--- src/rtl/stopwatch_pkg.sv ---
// Shared types and default constants for the stopwatch control slice.
package stopwatch_pkg;

  typedef enum logic [1:0] {
    IDLE  = 2'd0,
    RUN   = 2'd1,
    PAUSE = 2'd2,
    LAP   = 2'd3
  } sw_state_t;

  localparam int DEBOUNCE_SAMPLES_DEF = 8;
  localparam int BLINK_TICKS_DEF      = 250;

  // Button slots inside the packed button vector.
  localparam int BTN_SS  = 0;
  localparam int BTN_LAP = 1;
  localparam int BTN_CLR = 2;
  localparam int NUM_BTN = 3;

endpackage

--- src/rtl/stopwatch_ctrl_debounce.sv ---
// Single push-button conditioner: 2-FF synchronizer, tick-sampled history,
// hysteretic debounced level and a one-clock press pulse on its rising edge.
module button_debounce #(
  parameter int SAMPLES = 8
) (
  input  logic clock,
  input  logic reset,
  input  logic sample_tick,
  input  logic btn_i,
  output logic press_o
);

  logic [1:0]         sync_q;
  logic [SAMPLES-1:0] hist_q, hist_d;
  logic               level_q, level_d;
  logic               press_q;

  // Next history and level: level only moves once the whole window agrees.
  always_comb begin
    hist_d  = hist_q;
    if (sample_tick) hist_d = {hist_q[SAMPLES-2:0], sync_q[1]};
    level_d = level_q;
    if (&hist_d)       level_d = 1'b1;
    else if (~|hist_d) level_d = 1'b0;
  end

  // Registers; the press pulse is taken from the next level so it appears
  // one clock after the completing sample_tick.
  always_ff @(posedge clock or negedge reset) begin
    if (!reset) begin
      sync_q  <= '0;
      hist_q  <= '0;
      level_q <= 1'b0;
      press_q <= 1'b0;
    end else begin
      sync_q  <= {sync_q[0], btn_i};
      hist_q  <= hist_d;
      level_q <= level_d;
      press_q <= level_d & ~level_q;
    end
  end

  assign press_o = press_q;

endmodule

--- src/rtl/stopwatch_ctrl.sv ---
// Stopwatch control: debounced buttons drive a 4-state FSM that enables /
// clears the seconds counter, latches lap values and blinks while paused.
module stopwatch_ctrl
  import stopwatch_pkg::*;
#(
  parameter int DEBOUNCE_SAMPLES = DEBOUNCE_SAMPLES_DEF,
  parameter int BLINK_TICKS      = BLINK_TICKS_DEF
) (
  input  logic        clock,
  input  logic        reset,
  input  logic        sample_tick,
  input  logic        btn_start_stop,
  input  logic        btn_lap,
  input  logic        btn_clear,
  input  logic [31:0] live_count,
  output logic        count_enable,
  output logic        count_clear,
  output logic [31:0] display_value,
  output logic [7:0]  blank_mask,
  output logic [1:0]  state
);

  localparam int BW = (BLINK_TICKS > 1) ? $clog2(BLINK_TICKS) : 1;
  localparam logic [BW-1:0] BLINK_LAST = BW'(BLINK_TICKS - 1);

  logic [NUM_BTN-1:0] btn_raw, press;
  logic               evt_clr, evt_ss, evt_lap;

  sw_state_t   state_q, state_d;
  logic        en_q, clr_q, clr_d;
  logic [31:0] lap_q, lap_d;
  logic [BW-1:0] cnt_q, cnt_d;
  logic        phase_q, phase_d;

  assign btn_raw[BTN_SS]  = btn_start_stop;
  assign btn_raw[BTN_LAP] = btn_lap;
  assign btn_raw[BTN_CLR] = btn_clear;

  for (genvar b = 0; b < NUM_BTN; b++) begin : g_btn
    button_debounce #(.SAMPLES(DEBOUNCE_SAMPLES)) u_db (
      .clock       (clock),
      .reset       (reset),
      .sample_tick (sample_tick),
      .btn_i       (btn_raw[b]),
      .press_o     (press[b])
    );
  end

  // Only the highest-priority event of a cycle survives.
  assign evt_clr = press[BTN_CLR];
  assign evt_ss  = press[BTN_SS]  & ~evt_clr;
  assign evt_lap = press[BTN_LAP] & ~evt_clr & ~press[BTN_SS];

  // Next-state, clear pulse and lap capture.
  always_comb begin
    state_d = state_q;
    clr_d   = 1'b0;
    lap_d   = lap_q;
    case (state_q)
      IDLE: begin
        if (evt_clr)     clr_d   = 1'b1;
        else if (evt_ss) state_d = RUN;
      end
      RUN: begin
        if (evt_ss) state_d = PAUSE;
        else if (evt_lap) begin
          state_d = LAP;
          lap_d   = live_count;
        end
      end
      LAP: begin
        if (evt_lap)     state_d = RUN;
        else if (evt_ss) state_d = PAUSE;
      end
      PAUSE: begin
        if (evt_clr) begin
          state_d = IDLE;
          clr_d   = 1'b1;
        end else if (evt_ss) state_d = RUN;
      end
      default: state_d = IDLE;
    endcase
  end

  // Blink counter runs only while staying in PAUSE; zero everywhere else,
  // which also gives a fresh phase on every entry into PAUSE.
  always_comb begin
    cnt_d   = '0;
    phase_d = 1'b0;
    if (state_q == PAUSE && state_d == PAUSE) begin
      cnt_d   = cnt_q;
      phase_d = phase_q;
      if (sample_tick) begin
        if (cnt_q == BLINK_LAST) begin
          cnt_d   = '0;
          phase_d = ~phase_q;
        end else begin
          cnt_d = cnt_q + 1'b1;
        end
      end
    end
  end

  // Control state registers.
  always_ff @(posedge clock or negedge reset) begin
    if (!reset) begin
      state_q <= IDLE;
      en_q    <= 1'b0;
      clr_q   <= 1'b0;
      lap_q   <= '0;
      cnt_q   <= '0;
      phase_q <= 1'b0;
    end else begin
      state_q <= state_d;
      en_q    <= (state_d == RUN) || (state_d == LAP);
      clr_q   <= clr_d;
      lap_q   <= lap_d;
      cnt_q   <= cnt_d;
      phase_q <= phase_d;
    end
  end

  assign count_enable  = en_q;
  assign count_clear   = clr_q;
  assign state         = state_q;
  assign display_value = (state_q == LAP) ? lap_q : live_count;
  assign blank_mask    = (state_q == PAUSE) ? {8{phase_q}} : 8'h00;

endmodule

--- config.mk ---
export PLATFORM = sky130hd
export DESIGN_NAME = stopwatch_ctrl
export DESIGN_NICKNAME = d
export VERILOG_FILES = /design/src/rtl/stopwatch_pkg.sv /design/src/rtl/stopwatch_ctrl_debounce.sv /design/src/rtl/stopwatch_ctrl.sv
export SDC_FILE = /design/constraint.sdc
export NUM_CORES = 1
export LEC_CHECK = 0
export CORE_AREA = 2 2 94 96
export CTS_CLUSTER_DIAMETER = 50
export DETAILED_ROUTE_END_ITERATION = 7
export DIE_AREA = 0 0 96 98
export PLACE_DENSITY = 0.75
export SLEW_MARGIN = 40
export SYNTH_ARGS = -nofsm -noshare
export SYNTH_HDL_FRONTEND = slang
export SYNTH_SLANG_ARGS = --single-unit
export TNS_END_PERCENT = 10
--- constraint.sdc ---
create_clock -name clock -period 1.55 [get_ports clock]
set_input_delay 0.2325 -clock clock [delete_from_list [all_inputs] [get_ports clock]]
set_output_delay 0.2325 -clock clock [all_outputs]
set_load 0.005 [all_outputs]
**After elaboration in Yosys (flattened, before gate mapping)**

Index checks and enable logic that the tools add are counted.

- Bitwise logic cells: 13
- Mux-type cells: 27
- Add/subtract/negate cells: 1
- Equality and inequality tests: 9
- Reduce and logical (&&, ||, !) cells: 12

Operator list:

| kind | number |
|---|---|
| $mux 8 | 7 |
| $mux 32 | 1 |
| $reduce_and 8->1 | 3 |
| $reduce_or 8->1 | 3 |
| $mux 2 | 7 |
| $mux 1 | 11 |
| $add 8x1->8 const B | 1 |
| $eq 2x2->1 const B | 4 |
| $eq 8x8->1 const B | 1 |
| $pmux 2 s4 | 1 |
| $not 1->1 | 7 |
| $and 1x1->1 | 6 |
| $eq 2x1->1 const B | 2 |
| $reduce_and 3->1 | 1 |
| $logic_not 2->1 | 1 |
| $ne 2x1->1 const B | 1 |
| $ne 2x2->1 const B | 1 |
| $reduce_and 2->1 | 1 |
| $reduce_or 2->1 | 1 |
| $logic_and 1x1->1 | 1 |
| $logic_or 1x1->1 | 1 |

- Bits in registers: 81
- Bits of input ports: 38
- Output and inout bits: 44
- Word-level logic and storage cells: 80

**Logic depth before layout (Yosys ltp)**

Gate-level depths: netlist of the first run.

- Word-level depth: 10
- Mapped depth: 5
- Depth with buffers taken out: 5

**Cells and area by module**

A second synthesis of the first run with hierarchy kept.

- Cell total of the unflattened synthesis: 298
- Area, all modules: 3772.4 µm²

By module, submodules not included:

| module | cells an instance | instances | area each (µm²) | seq. area each (µm²) |
|---|---|---|---|---|
| stopwatch_ctrl | 187 | 1 | 2357.3 | 1126.1 |
| button_debounce | 37 | 3 | 471.7 | 300.3 |

**Worst setup path before layout of the first run**

No wires, ideal clock.

- Path type: reg-to-output
- From: register state_q[0] (netlist: state[0])
- To: output blank_mask[1]
- Stages on the path, launching flop included: 4
- Data required time: 1.317 ns
- Setup slack: -0.012 ns
- Arrival time: 1.329 ns
- Cells stage by stage: dfrtp_1 -> buf_6 -> nor3b_1 -> buf_4

- Cells in the longest elaborated chain, start to end: 2

RTL lines:

| element | RTL line | RTL |
|---|---|---|
| start: declaration | stopwatch_ctrl.sv:29 | `sw_state_t state_q, state_d;` |
| start signal: assignment | stopwatch_ctrl.sv:114 | `state_q <= state_d;` |
| $eq 2x2->1 | stopwatch_ctrl.sv:127 | `assign blank_mask = (state_q == PAUSE) ? {8{phase_q}} : 8'h00;` |
| $mux 8 | stopwatch_ctrl.sv:127 |  |
| end: declaration | stopwatch_ctrl.sv:19 | `output logic [7:0] blank_mask,` |

Every way passes these cells.

**Final worst setup path of the first run**

- From: register state_q[0] (netlist: state[0])
- To: output display_value[30]

- Cells in the longest elaborated chain, start to end: 2

RTL lines:

| element | RTL line | RTL |
|---|---|---|
| $eq 2x2->1 | stopwatch_ctrl.sv:126 | `assign display_value = (state_q == LAP) ? lap_q : live_count;` |
| $mux 32 | stopwatch_ctrl.sv:126 |  |
| end: declaration | stopwatch_ctrl.sv:18 | `output logic [31:0] display_value,` |

Every way passes these cells.

==> results.sh, run 1 <==
export IMPL_required_ns=1.32
export IMPL_crit_arrival_ns=1.67
export IMPL_min_from="btn_lap"
export IMPL_dr_pass1_iters=4
export IMPL_fin_crit_ns=1.90
export IMPL_timing_worst_setup_path_type="flop to output port"
export IMPL_h_tree_depth=3
export IMPL_post_drt_via_cell_ratio=5.23
export IMPL_clk_latency_ns=0.35
export IMPL_start_kind="flop"
export IMPL_syn_nets=319
export IMPL_cap_violations=0
export IMPL_fmax_ghz=0.526
export IMPL_synth_cell_types=43
export IMPL_n_antenna_cell=0
export IMPL_synth_seq_area_share_pct=54.1
export IMPL_final_util_pct=63.1
export IMPL_layout_commonest_cell="dfrtp_1"
export IMPL_start_util_pct=44.3
export IMPL_drive_above_1_share_pct=47.1
export IMPL_grt_pass1_wl_um=13400
export IMPL_rsz0062_at_grt="yes"
export IMPL_vias=2629
export IMPL_fin_crit_sh_pct=123
export IMPL_clk_pin_slew_worst_paths_ns=0.08
export IMPL_violations="setup timing"
export IMPL_gp_congestion=0.796
export IMPL_setup_viol=43
export IMPL_synth_flop_cell="dfrtp_1"
export IMPL_grt_start_max_net_pins=82
export IMPL_r2r_setup_slack_ns=-0.07
export IMPL_cts_tree="yes"
export IMPL_slew_violations=0
export IMPL_final_cell_mix="81 x dfrtp_1, 58 x mux2_2, 39 x clkdlybuf4s50_1, 28 x buf_4, 28 x buf_6"
export IMPL_synth_area_top_cells="dfrtp_1 54%, mux2_2 25%, buf_2 1.6%"
export IMPL_clock_sinks=81
export IMPL_leakage_nw=2.43
export IMPL_die_h_um=98
export IMPL_finalNetCount=430
export IMPL_power_total_w=0.00489
export IMPL_fin_worst_skew_ns=0.0102
export IMPL_relSlewSlack_pct=71.8
export IMPL_outcome="complete, but fails checks"
export IMPL_whs_path_depth=1
export IMPL_synth_edf_count=0
export IMPL_postSynthCellCount=279
export IMPL_area_delta_synth_final_pct=42.5
export IMPL_worstMarginPinSlew_ns=0.422
export IMPL_rows=34
export IMPL_min_path_type="input pin to flop"
export IMPL_drcViolationCount=0
export IMPL_wl_um=8260
export IMPL_wl_per_cell_um=16.4
export IMPL_timing_rr_start="state[0]$_DFF_PN0_"
export IMPL_syn_mean_instance_area_um2=13.4
export IMPL_cp_end_kind="output port"
export IMPL_drt_initial_drc_count=117
export IMPL_antenna_found_initial=0
export IMPL_core_area_um2=8470
export IMPL_cts_made_buffers=9
export IMPL_final_setup_worst_slack_ns=-0.352
export IMPL_ys_ff_latch=81
export IMPL_cts_path_max_buffers=2
export IMPL_hold_violations=0
export IMPL_rr_worst_depth=4
export IMPL_gr_total_overflow=0
export IMPL_ys_warnings_count=0
export IMPL_synth_cell_area_um2=3750
export IMPL_peakVddDrop_mv=0.550
export IMPL_antenna_left=0
export IMPL_die_w_um=96
export IMPL_ys_async_sr_fraction_pct=100
export IMPL_r2r_end="cnt_q[6]$_DFFE_PN0P_"
export IMPL_dieArea_um2=9410
export IMPL_synth_top_area_cell="dfrtp_1"
export IMPL_grt_pass1_vias=2691
export IMPL_grt_usage_pct=18.5
export IMPL_cts_root_buf="clkbuf_8"
export IMPL_dp_hpwl_um=5020
export IMPL_power_density_nw_per_um2=915
export IMPL_min_to="g_btn[1].u_db.sync_q[0]$_DFF_PN0_"
export IMPL_pin_count=82
export IMPL_port_buffers=81
export IMPL_synth_top_area_share_pct=54.1
export IMPL_critPathMaxFanout=6
kinds of logic (layout without fill, tap and decap cells):
group	Yosys count	in the layout	share of synthesized area, %
flops	81	81	54.1
simple gates	43	43	7.15
buf+inv	24	140	3.71
mux	87	87	26.1
xor+xnor	2	2	0.468
compound gates	40	40	7.85
fa+ha+maj	2	2	0.668
power by group:
part / switching [W] / total, W / internal (W)
registers: 0.000167 / 0.00250 / 0.00234
logic: 0.000367 / 0.000942 / 0.000574
clock network: 0.000800 / 0.00144 / 0.000642
how the worst max path moves through the flow:
stage / start / endpoint / slack (ns) / cells after the start
floorplan: state[0]$_DFF_PN0_ / cnt_q[6]$_DFFE_PN0P_ / -0.007 / 5
global placement: sample_tick / g_btn[2].u_db.level_q$_DFF_PN0_ / -0.20 / 5
detailed placement: sample_tick / g_btn[2].u_db.level_q$_DFF_PN0_ / -0.27 / 5
CTS: state[1]$_DFF_PN0_ / display_value[19] / -0.34 / 6
global route: state[1]$_DFF_PN0_ / display_value[12] / -0.43 / 6
finish: state[0]$_DFF_PN0_ / display_value[30] / -0.35 / 6
worst max-delay path, cell delays in order, from the launching register on:
cell and delay (ns):
dfrtp_1 0.43, nand2_4 0.09, buf_6 0.12, buf_6 0.13, buf_16 0.13, mux2_4 0.31, buf_6 0.11
repair_timing:
item / 4_1_cts / 5_1_grt
buffers inserted: 11 / 1
hold buffers: 1 / 0
gates cloned: 3 / 0
gates resized for setup: 205 / 11
endpoints found under the hold margin: 81 / 0
endpoints found under the setup margin: 47 / 80
pin swaps: 2 / 1
cells in the mapped netlist, types with 2 or more instances:
master and count:
a21o_1 4, mux2_2 84, o21ai_0 6, dfrtp_1 81, inv_1 2, nor3_1 3
o41ai_1 3, nor4_1 2, a21oi_1 5, buf_4 7, nand2b_1 4, buf_2 12
ha_1 2, nand2_1 5, o21bai_1 2, o211ai_1 5, a211oi_1 3, nor2b_1 7
a211o_1 3, xnor2_1 2, and2_1 3, nand3_1 3, mux2i_1 3, or4_1 3
nand4_1 4, o2111ai_1 3, o21a_1 2
routing by layer:
layer	track usage (%)	up-vias	share of wire (%)
li1	-	1242	-
met1	24.0	1309	43
met2	29.5	64	50
met3	4.55	14	4.5
met4	7.03	0	2.0
met5	0	-	0
area by class of cell:
cell class	instances	area, um^2
multi-input combinational	174	1730
inverter	3	11.3
fill	636	3130
sequential	81	2030
clock inverter	6	50.0
clock buffer	10	138
tap	108	135
timing repair buffer	121	1240
metrics by stage:
| stage | TNS, ns | std cells | cell area (um^2) | worst slack, ns | hold WS, ns |
|---|---|---|---|---|---|
| floorplan | -0.00669 | 279 | 3750 | -0.00669 | -0.0631 |
| global placement | -8.41 | 472 | 4790 | -0.205 | 0.288 |
| detailed placement | -9.72 | 472 | 4790 | -0.270 | 0.289 |
| CTS | -11.85 | 502 | 5280 | -0.341 | 0.303 |
| global route | -16.92 | 503 | 5340 | -0.431 | 0.314 |
| finish | -13.07 | 503 | 5340 | -0.352 | 0.313 |
state kept, by name, indices dropped and copies added (netlist names):
register            flops
count_clear             1
g_btn.u_db.level_q      3
count_enable            1
cnt_q                   8
state                   2
lap_q                  32
phase_q                 1
g_btn.u_db.hist_q      24
g_btn.u_db.sync_q       6
g_btn.u_db.press_o      3
Power figures use the tool's default switching activity.
==> run 2, diff against run 1 <==
--- a/config.mk
+++ b/config.mk
@@ -9,7 +9,9 @@
 export CTS_CLUSTER_DIAMETER = 50
 export DETAILED_ROUTE_END_ITERATION = 7
 export DIE_AREA = 0 0 96 98
+export GPL_ROUTABILITY_DRIVEN = 0
 export PLACE_DENSITY = 0.75
+export REMOVE_ABC_BUFFERS = 1
 export SLEW_MARGIN = 40
 export SYNTH_ARGS = -nofsm -noshare
 export SYNTH_HDL_FRONTEND = slang
==> run 2 against run 1 <==
First-iteration DRC count grew 23%. Utilization fell by 0.21 points. Power rose by 2.3%. Via count grew 0.30%. Global-route usage rose by 0.15 points. Clock-buffer cell count grew 1. Wire length barely moved. Sequential share of layout area is 0.12 points higher. Die area unchanged. Worst setup slack better by 0.089 ns. Combinational power is 3.3% higher. The run still ends with setup timing left.
==> results.sh, run 2 (same netlist as run 1, synthesis figures left out) <==
export IMPL_drive_above_1_share_pct=49.5
export IMPL_cts_path_max_buffers=2
export IMPL_dr_pass1_iters=4
export IMPL_start_kind="flop"
export IMPL_cts_root_buf="clkbuf_8"
export IMPL_h_tree_depth=3
export IMPL_drt_initial_drc_count=144
export IMPL_core_area_um2=8470
export IMPL_top_register="lap_q"
export IMPL_slew_violations=0
export IMPL_power_density_nw_per_um2=940
export IMPL_post_drt_via_cell_ratio=5.27
export IMPL_grt_util_met1_pct=25.5
export IMPL_layout_commonest_cell="dfrtp_1"
export IMPL_required_ns=1.32
export IMPL_vias=2637
export IMPL_dp_hpwl_um=5340
export IMPL_fin_crit_ns=1.81
export IMPL_use_met2_pct=28.6
export IMPL_path_delay_family="flip-flops"
export IMPL_final_cell_mix="81 x dfrtp_1, 54 x mux2_2, 38 x clkdlybuf4s50_1, 35 x buf_6, 30 x mux2_4"
export IMPL_wl_um=8260
export IMPL_timing_worst_setup_path_type="flop to output port"
export IMPL_drcViolationCount=0
export IMPL_cpMostUsedCell="buf_6"
export IMPL_grt_usage_pct=18.6
export IMPL_area_delta_synth_final_pct=42.1
export IMPL_clk_pin_slew_worst_paths_ns=0.07
export IMPL_hold_ws_ns=0.320
export IMPL_fin_crit_sh_pct=117
export IMPL_antenna_found_initial=0
export IMPL_fmax_ghz=0.552
export IMPL_die_h_um=98
export IMPL_n_antenna_cell=0
export IMPL_reg_largest_list="lap_q x32, g_btn.u_db.hist_q x24, cnt_q x8"
export IMPL_rsz0062_at_grt="yes"
export IMPL_cp_end_kind="output port"
export IMPL_cp_buffers_inverters=3
export IMPL_start_util_pct=44.3
export IMPL_finalNetCount=427
export IMPL_grt_pass1_vias=2676
export IMPL_cap_violations=0
export IMPL_antenna_left=0
export IMPL_dieArea_um2=9410
export IMPL_cts_tree="yes"
export IMPL_clk_latency_ns=0.35
export IMPL_outcome="complete, but fails checks"
export IMPL_violations="setup timing"
export IMPL_peakVddDrop_mv=0.445
export IMPL_pin_count=82
export IMPL_final_setup_worst_slack_ns=-0.263
export IMPL_wl_per_cell_um=16.5
export IMPL_worstMarginPinSlew_ns=0.369
export IMPL_met3_usage_pct=4.09
export IMPL_tns_ns=-8.61
export IMPL_gr_total_overflow=0
export IMPL_final_util_pct=62.9
export IMPL_hold_violations=0
export IMPL_relSlewSlack_pct=75.4
export IMPL_grt_busiest_layer="met2"
export IMPL_crit_arrival_ns=1.58
export IMPL_leakage_nw=2.43
export IMPL_critPathMaxFanout=8
export IMPL_largest_reg_flops=32
export IMPL_min_path_type="input pin to flop"
export IMPL_port_buffers=81
export IMPL_cts_made_buffers=9
export IMPL_fin_worst_skew_ns=0.00901
export IMPL_cp_slowest_cell="dfrtp_1"
export IMPL_rows=34
export IMPL_path_cells="nand2_4, buf_6, buf_12, mux2_4, buf_6"
export IMPL_clock_sinks=81
export IMPL_grt_pass1_wl_um=13500
export IMPL_grt_start_max_net_pins=33
export IMPL_setup_viol=44
export IMPL_cpPeakStageDelay_ns=0.42
export IMPL_die_w_um=96
## run 2: layout make-up
cell class	instances	area (um^2)
repair buffers	118	1180
flip-flops and latches	81	2030
inverters	3	11.3
clock inverters	5	55.1
clock buffers	11	141
fillers	632	3140
well taps	108	135
multi-input cells	174	1770
## run 2: worst paths after layout
| check | cells after the start | startpoint | slack (ns) | to |
|---|---|---|---|---|
| hold / removal | 1 | btn_clear | 0.32 | g_btn[2].u_db.sync_q[0]$_DFF_PN0_ |
| hold reg to reg | 0 | g_btn[0].u_db.sync_q[0]$_DFF_PN0_ | 0.34 | g_btn[0].u_db.sync_q[1]$_DFF_PN0_ |
| setup / recovery | 5 | state[0]$_DFF_PN0_ | -0.26 | display_value[15] |
| setup reg to reg | 5 | state[0]$_DFF_PN0_ | -0.16 | cnt_q[6]$_DFFE_PN0P_ |
| min in group asynchronous | 2 | reset | 0.34 | lap_q[20]$_DFFE_PN0P_ |
| max in group asynchronous | 3 | reset | 0.70 | g_btn[0].u_db.sync_q[0]$_DFF_PN0_ |
## run 2: metal layers
layer	wire length [um]	share of wire, %
met1	3770	46
met2	4050	49
met3	228	2.8
met4	209	2.5
met5	0	0
## run 2: worst register-to-register path: stages, from the launching register on
cell and delay (ns):
dfrtp_1 0.42, buf_6 0.14, buf_8 0.13, or4b_4 0.54
o2111ai_2 0.21, mux2i_1 0.21
## run 2: repair_timing
item | CTS | global route
buffers inserted | 10 | 1
setup endpoints to repair | 45 | 85
gates cloned | 3 | 0
hold endpoints to repair | 20 | 0
hold buffers | 1 | 0
pin swaps | 4 | 4
resized for setup | 196 | 44
## run 2: report_power, final
part / switching [W] / total (W) / internal (W)
logic: 0.000384 / 0.000973 / 0.000589
registers: 0.000164 / 0.00250 / 0.00234
clock network: 0.000744 / 0.00153 / 0.000783
## run 2: per-stage QoR
step	total power [W]	setup slack (ns)	cells	cell area, um^2
global placement	0.00335	-0.222	472	4800
CTS	0.00499	-0.356	502	5270
finish	0.00500	-0.263	500	5320
floorplan	0.00290	-0.445	258	3620
detailed placement	0.00338	-0.280	472	4800
global route	0.00528	-0.335	500	5320
==> run 3, diff against run 2 <==
--- a/config.mk
+++ b/config.mk
@@ -5,12 +5,13 @@
 export SDC_FILE = /design/constraint.sdc
 export NUM_CORES = 1
 export LEC_CHECK = 0
-export CORE_AREA = 2 2 94 96
+export CORE_AREA = 2 2 85 87
 export CTS_CLUSTER_DIAMETER = 50
 export DETAILED_ROUTE_END_ITERATION = 7
-export DIE_AREA = 0 0 96 98
+export DIE_AREA = 0 0 87 89
+export DONT_BUFFER_PORTS = 1
 export GPL_ROUTABILITY_DRIVEN = 0
-export PLACE_DENSITY = 0.75
+export PLACE_DENSITY = 0.73
 export REMOVE_ABC_BUFFERS = 1
 export SLEW_MARGIN = 40
 export SYNTH_ARGS = -nofsm -noshare
==> run 3 against run 2 <==
Sequential cell count did not move. The flow finishes with violations (hold timing, setup timing). Clock-buffer cell count down 1. Clock skew grew 0.0014 ns. Critical endpoint unchanged. Die area down 18%. Wire length shrank 15%. Highest routed layer unchanged.
==> results.sh, run 3 (same netlist as run 1, synthesis figures left out) <==
export IMPL_hold_violations=81
export IMPL_crit_end="display_value[15]"
export IMPL_pin_count=82
export IMPL_leakage_nw=1.91
export IMPL_outcome="complete, but fails checks"
export IMPL_finalNetCount=334
export IMPL_clock_sinks=81
export IMPL_final_setup_worst_slack_ns=-0.140
export IMPL_wl_um=7010
export IMPL_min_path_type="input pin to async pin"
export IMPL_required_ns=1.32
export IMPL_instances_no_fill=379
export IMPL_dp_cells=356
export IMPL_fin_crit_ns=1.69
export IMPL_cts_tree="yes"
export IMPL_cp_end_kind="output port"
export IMPL_cap_violations=0
export IMPL_rsz0062_at_grt="yes"
export IMPL_dieArea_um2=7740
export IMPL_antenna_found_initial=0
export IMPL_clk_latency_ns=0.34
export IMPL_violations="hold timing, setup timing"
export IMPL_postCtsHoldBufs=4
export IMPL_die_h_um=89
export IMPL_wl_per_cell_um=18.5
export IMPL_grt_pass1_wl_um=11100
export IMPL_start_kind="flop"
export IMPL_setup_viol=42
export IMPL_drive_above_1_share_pct=44.8
export IMPL_reg_largest_list="lap_q x32, g_btn.u_db.hist_q x24, cnt_q x8"
export IMPL_grt_usage_pct=18.6
export IMPL_area_delta_synth_final_pct=15.3
export IMPL_dp_hpwl_um=4460
export IMPL_h_tree_depth=3
export IMPL_cts_root_buf="clkbuf_8"
export IMPL_final_area_um2=4320
export IMPL_cts_made_buffers=9
export IMPL_r2r_setup_slack_ns=-0.03
export IMPL_peakVddDrop_mv=0.619
export IMPL_timing_rr_start="state[0]$_DFF_PN0_"
export IMPL_power_density_nw_per_um2=1100
export IMPL_port_buffers=0
export IMPL_worstMarginPinSlew_ns=0.377
export IMPL_drcViolationCount=0
export IMPL_critPathMaxFanout=17
export IMPL_vias=2303
export IMPL_clk_pin_slew_worst_paths_ns=0.09
export IMPL_grt_start_max_net_pins=82
export IMPL_largest_reg_flops=32
export IMPL_die_w_um=87
export IMPL_gr_total_overflow=0
export IMPL_tns_ns=-4.13
export IMPL_timing_worst_setup_path_type="flop to output port"
export IMPL_fmax_ghz=0.592
export IMPL_fin_crit_sh_pct=109
export IMPL_final_cell_mix="81 x dfrtp_1, 65 x mux2_2, 19 x mux2_4, 13 x buf_4, 10 x clkbuf_8"
export IMPL_relSlewSlack_pct=74.8
export IMPL_place_area_um2=3880
export IMPL_layout_commonest_cell="dfrtp_1"
export IMPL_slew_violations=0
export IMPL_fin_worst_skew_ns=0.0104
export IMPL_post_drt_via_cell_ratio=6.08
export IMPL_core_area_um2=6720
export IMPL_grt_pass1_vias=2325
export IMPL_rr_worst_depth=4
export IMPL_hold_ws_ns=-0.432
export IMPL_startpoint="state[1]$_DFF_PN0_"
export IMPL_r2r_end="cnt_q[6]$_DFFE_PN0P_"
export IMPL_drt_initial_drc_count=148
export IMPL_top_register="lap_q"
export IMPL_start_util_pct=55.8
export IMPL_cts_path_max_buffers=2
export IMPL_n_antenna_cell=0
export IMPL_rows=30
export IMPL_antenna_left=0
export IMPL_dr_pass1_iters=4
export IMPL_crit_arrival_ns=1.46
-- run 3: worst min-delay path by stage --
stage	end	startpoint	slack, ns	cells after the start
final	lap_q[7]$_DFFE_PN0P_	reset	-0.43	0
after global routing	lap_q[7]$_DFFE_PN0P_	reset	-0.46	0
after CTS	lap_q[0]$_DFFE_PN0P_	reset	-0.45	0
after detailed placement	cnt_q[7]$_DFFE_PN0P_	reset	-0.06	0
after global placement	cnt_q[7]$_DFFE_PN0P_	reset	-0.06	0
after floorplan	cnt_q[0]$_DFFE_PN0P_	reset	-0.06	0
-- run 3: final cells by class --
type	count	area [um^2]
sequential	81	2030
fill	492	2400
inverter	3	13.8
multi-input combinational	174	1710
tap	80	100
clock buffer	10	138
clock inverter	6	72.6
timing repair buffer	25	262
-- run 3: power by group --
group / switching, W / internal (W)
combinational: 0.000262 / 0.000392
clock: 0.000789 / 0.000808
sequential: 0.000156 / 0.00234
-- run 3: what timing repair did --
| action | CTS | global route |
|---|---|---|
| pin swaps | 0 | 1 |
| endpoints found under the hold margin | 86 | 81 |
| endpoints found under the setup margin | 43 | 78 |
| gates resized for setup | 20 | 19 |
| buffers inserted | 2 | 0 |
| cloned | 1 | 0 |
-- run 3: layer usage --
metal	global-route usage [%]	share of wire (%)	up-vias
met4	9.52	1.5	0
met1	23.2	43	1184
met5	0	0	-
met2	31.0	52	50
li1	-	-	1059
met3	3.51	3.6	10
-- run 3: critical path: stages, from the launching register on --
cell	delay, ns
dfrtp_1	0.43
nand2_4	0.13
buf_12	0.18
mux2_2	0.37
-- run 3: metrics by stage --
stage	hold WS (ns)	setup slack [ns]	utilization, %	total power, W
2_1_floorplan	-0.0631	-0.445	-	0.00290
3_3_place_gp	-0.0611	0.0329	57.7	0.00305
3_5_place_dp	-0.0611	-0.0260	57.7	0.00308
4_1_cts	-0.452	-0.125	63.2	0.00475
5_1_grt	-0.460	-0.193	64.3	0.00497
6_report	-0.432	-0.140	64.3	0.00474
==> patch, RTL diff (config.mk and constraints of run 1) <==
Reset style: synchronous (`reset`), changed in 2 clocked blocks.
--- a/src/rtl/stopwatch_ctrl_debounce.sv
+++ b/src/rtl/stopwatch_ctrl_debounce.sv
@@ -26,7 +26,7 @@
 
   // Registers; the press pulse is taken from the next level so it appears
   // one clock after the completing sample_tick.
-  always_ff @(posedge clock or negedge reset) begin
+  always_ff @(posedge clock) begin
     if (!reset) begin
       sync_q  <= '0;
       hist_q  <= '0;
--- a/src/rtl/stopwatch_ctrl.sv
+++ b/src/rtl/stopwatch_ctrl.sv
@@ -102,7 +102,7 @@
   end
 
   // Control state registers.
-  always_ff @(posedge clock or negedge reset) begin
+  always_ff @(posedge clock) begin
     if (!reset) begin
       state_q <= IDLE;
       en_q    <= 1'b0;
Behaviour: no difference found for any inputs over 10 cycles, from zero or initial values and one cycle with reset low; that may be too few to reach the edited logic, so the function may still have changed.
==> patch against run 1 <==
- first-iteration DRC count decreased by 24%
- sequential share of layout area down 6.3 points
- area after synthesis is 1.8% lower
- sequential cell count stayed put
- the run still ends with negative setup slack left
- synthesized cell count increased by 42%
- worst setup slack better by 0.16 ns
- cell count is 21% higher
- final area decreased by 3.9%
- wire length up 2.2%
Power is not compared: it rests on default switching activity, and its combinational part moved more than twofold at a synthesized area within 25%.
==> patch: results (changes against run 1) <==
| Metric | Value |
|---|---|
| Fillers | 706 (was 636) |
| Tot GR Track Use | 0.181 (was 0.185) |
| Leak | 2.15 nW |
| Syn_nets | 437 (was 319) |
| Synth cell count leaders | nand2_1 (82), dfxtp_1 (81), mux2_2 (34) (was mux2_2 (84), dfrtp_1 (81), buf_2 (12)) |
| Post-DP Area | 0.00469 mm2 (was 0.00479 mm2) |
| Routed wire length | 8440 um (was 8260 um) |
| CP Data Arrival Time | 1.50 ns (was 1.67 ns) |
| Failing checks | negative setup slack (unchanged) |
| Top cells by area, synth | dfxtp_1 (44%), mux2_2 (10%), nand2_1 (8.4%), a21boi_1 (6.1%), mux2i_1 (5.7%) (was dfrtp_1 (54%), mux2_2 (25%), buf_2 (1.6%), buf_4 (1.4%), nor2b_1 (1.2%)) |
| Setup_tns | -5.16 ns (was -13.07 ns) |
| DR pass1 iterations | 4 (unchanged) |
| Family with the most delay on the worst path | buffers and inverters (unchanged) |
| Largest fanout on the critical path | 8 (was 6) |
| Min-delay worst type | input port to register (unchanged) |
| Initial DRC count | 89 (was 117) |
| Antenna viol nets, final | 0 (unchanged) |
| Crit path setup slack, layout | -0.187 ns (was -0.352 ns) |
| Clk_lat worst skew | 0.34 ns |
| Prevailing post-synth register cell | dfxtp_1 (was dfrtp_1) |
| Rel. slew slack | 0.711 (was 0.718) |
| Post CTS Setup Buffer Count | 10 (was 11) |
| Htree depth | 3 (unchanged) |
| Final setup fails | 40 (was 43) |
| Number of global-route vias before repair | 2954 (was 2691) |
| Fraction of layout cells with a size suffix above 1 | 0.258 (was 0.471) |
| CTS clk-pin slew, worst paths | 0.08 ns (about the same) |
| Ys async rst share | 0 (was 1.00) |
| Fin Clk Skew | 0.00972 ns (was 0.0102 ns) |
| DPL Wire Length | 5380 um (was 5020 um) |
| Post-synthesis sequential area ratio | 0.441 (was 0.541) |
| Largest net degree at the start of global routing | 33 (was 82) |
| Root Buffer | clkbuf_8 (unchanged) |
| Slowest stage delay, CP | 0.36 ns (was 0.43 ns) |
| Synth unique cells | 40 (was 43) |
| Outcome | finished with violations (unchanged) |
| Layout Nets | 538 (was 430) |
| Max Root-Sink Buffers | 2 (unchanged) |
| Fmax | 576 MHz (was 526 MHz) |
| Diode count | 0 (unchanged) |
| Switching fraction of total power | 0.227 |
| Vias per cell | 5.04 (was 5.23) |
| Largest regs | lap_q (32), g_btn.u_db.hist_q (24), cnt_q (8) (unchanged) |
| Global-route wire length before repair | 13600 um (was 13400 um) |
| Slowest cell on the critical path | dfxtp_2 (was dfrtp_1) |
| Number of antenna violations at the first check in global routing | 0 (unchanged) |
| Placer Congestion | 0.820 (was 0.796) |
| # resized after CTS | 173 (was 205) |
patch: changes by cell type in the layout (fill, tap and decap cells not counted), sizes merged, moves of 7 or more:
cell	run 1	this run
dfrtp	81	0
dfxtp	0	81
nand2	5	82
mux2	84	34
a21boi	0	36
mux2i	3	21
nor2b	7	21
nor2	1	14
clkbuf	10	17
patch: layer usage:
layer  wire length (um)  track usage  up-vias
li1                   -            -     1554
met1               3680        0.222     1428
met2               4030        0.307       78
met3                561       0.0386       17
met4                176       0.0659        0
met5                  0            0        -
patch: cell type report:
class                      count  area share
clock inverter                 5     0.00610
multi-input combinational    282       0.389
inverter                       5     0.00366
tap                          108      0.0263
sequential                    81       0.317
timing repair buffer         119       0.231
clock buffer                  11      0.0276
patch: final timing paths:
path	start	endpoint	slack (ns)	cells past startpoint
setup / recovery	state[0]	display_value[24]	-0.19	5
hold / removal	reset	state[1]	0.34	2
setup reg to reg	state[0]	lap_q[17]	0.05	7
hold reg to reg	g_btn[2].u_db.sync_q[0]	g_btn[2].u_db.sync_q[1]	0.44	1
patch: kinds of logic after synthesis:
group	synth area share
flops	0.441
buf+inv	0.0521
mux	0.161
xor+xnor	0.0167
compound gates	0.107
simple gates	0.215
fa+ha+maj	0.00680
patch: power by group through the flow:
stage	combinational (mW)	sequential (mW)	clock, mW
6_report	0.394	2.10	1.36
5_1_grt	0.423	2.10	1.50
4_1_cts	0.373	2.10	1.40
3_5_place_dp	0.372	2.15	0
3_3_place_gp	0.367	2.15	0
2_1_floorplan	0.137	2.14	0
patch: metrics by stage:
step                      worst slack, ns  power (mW)  std cells
after global routing               -0.226        4.02        611
final                              -0.187        3.85        611
after CTS                          -0.269        3.87        613
after detailed placement           -0.124        2.52        584
after global placement             -0.119        2.51        584
after floorplan                     0.131        2.28        397
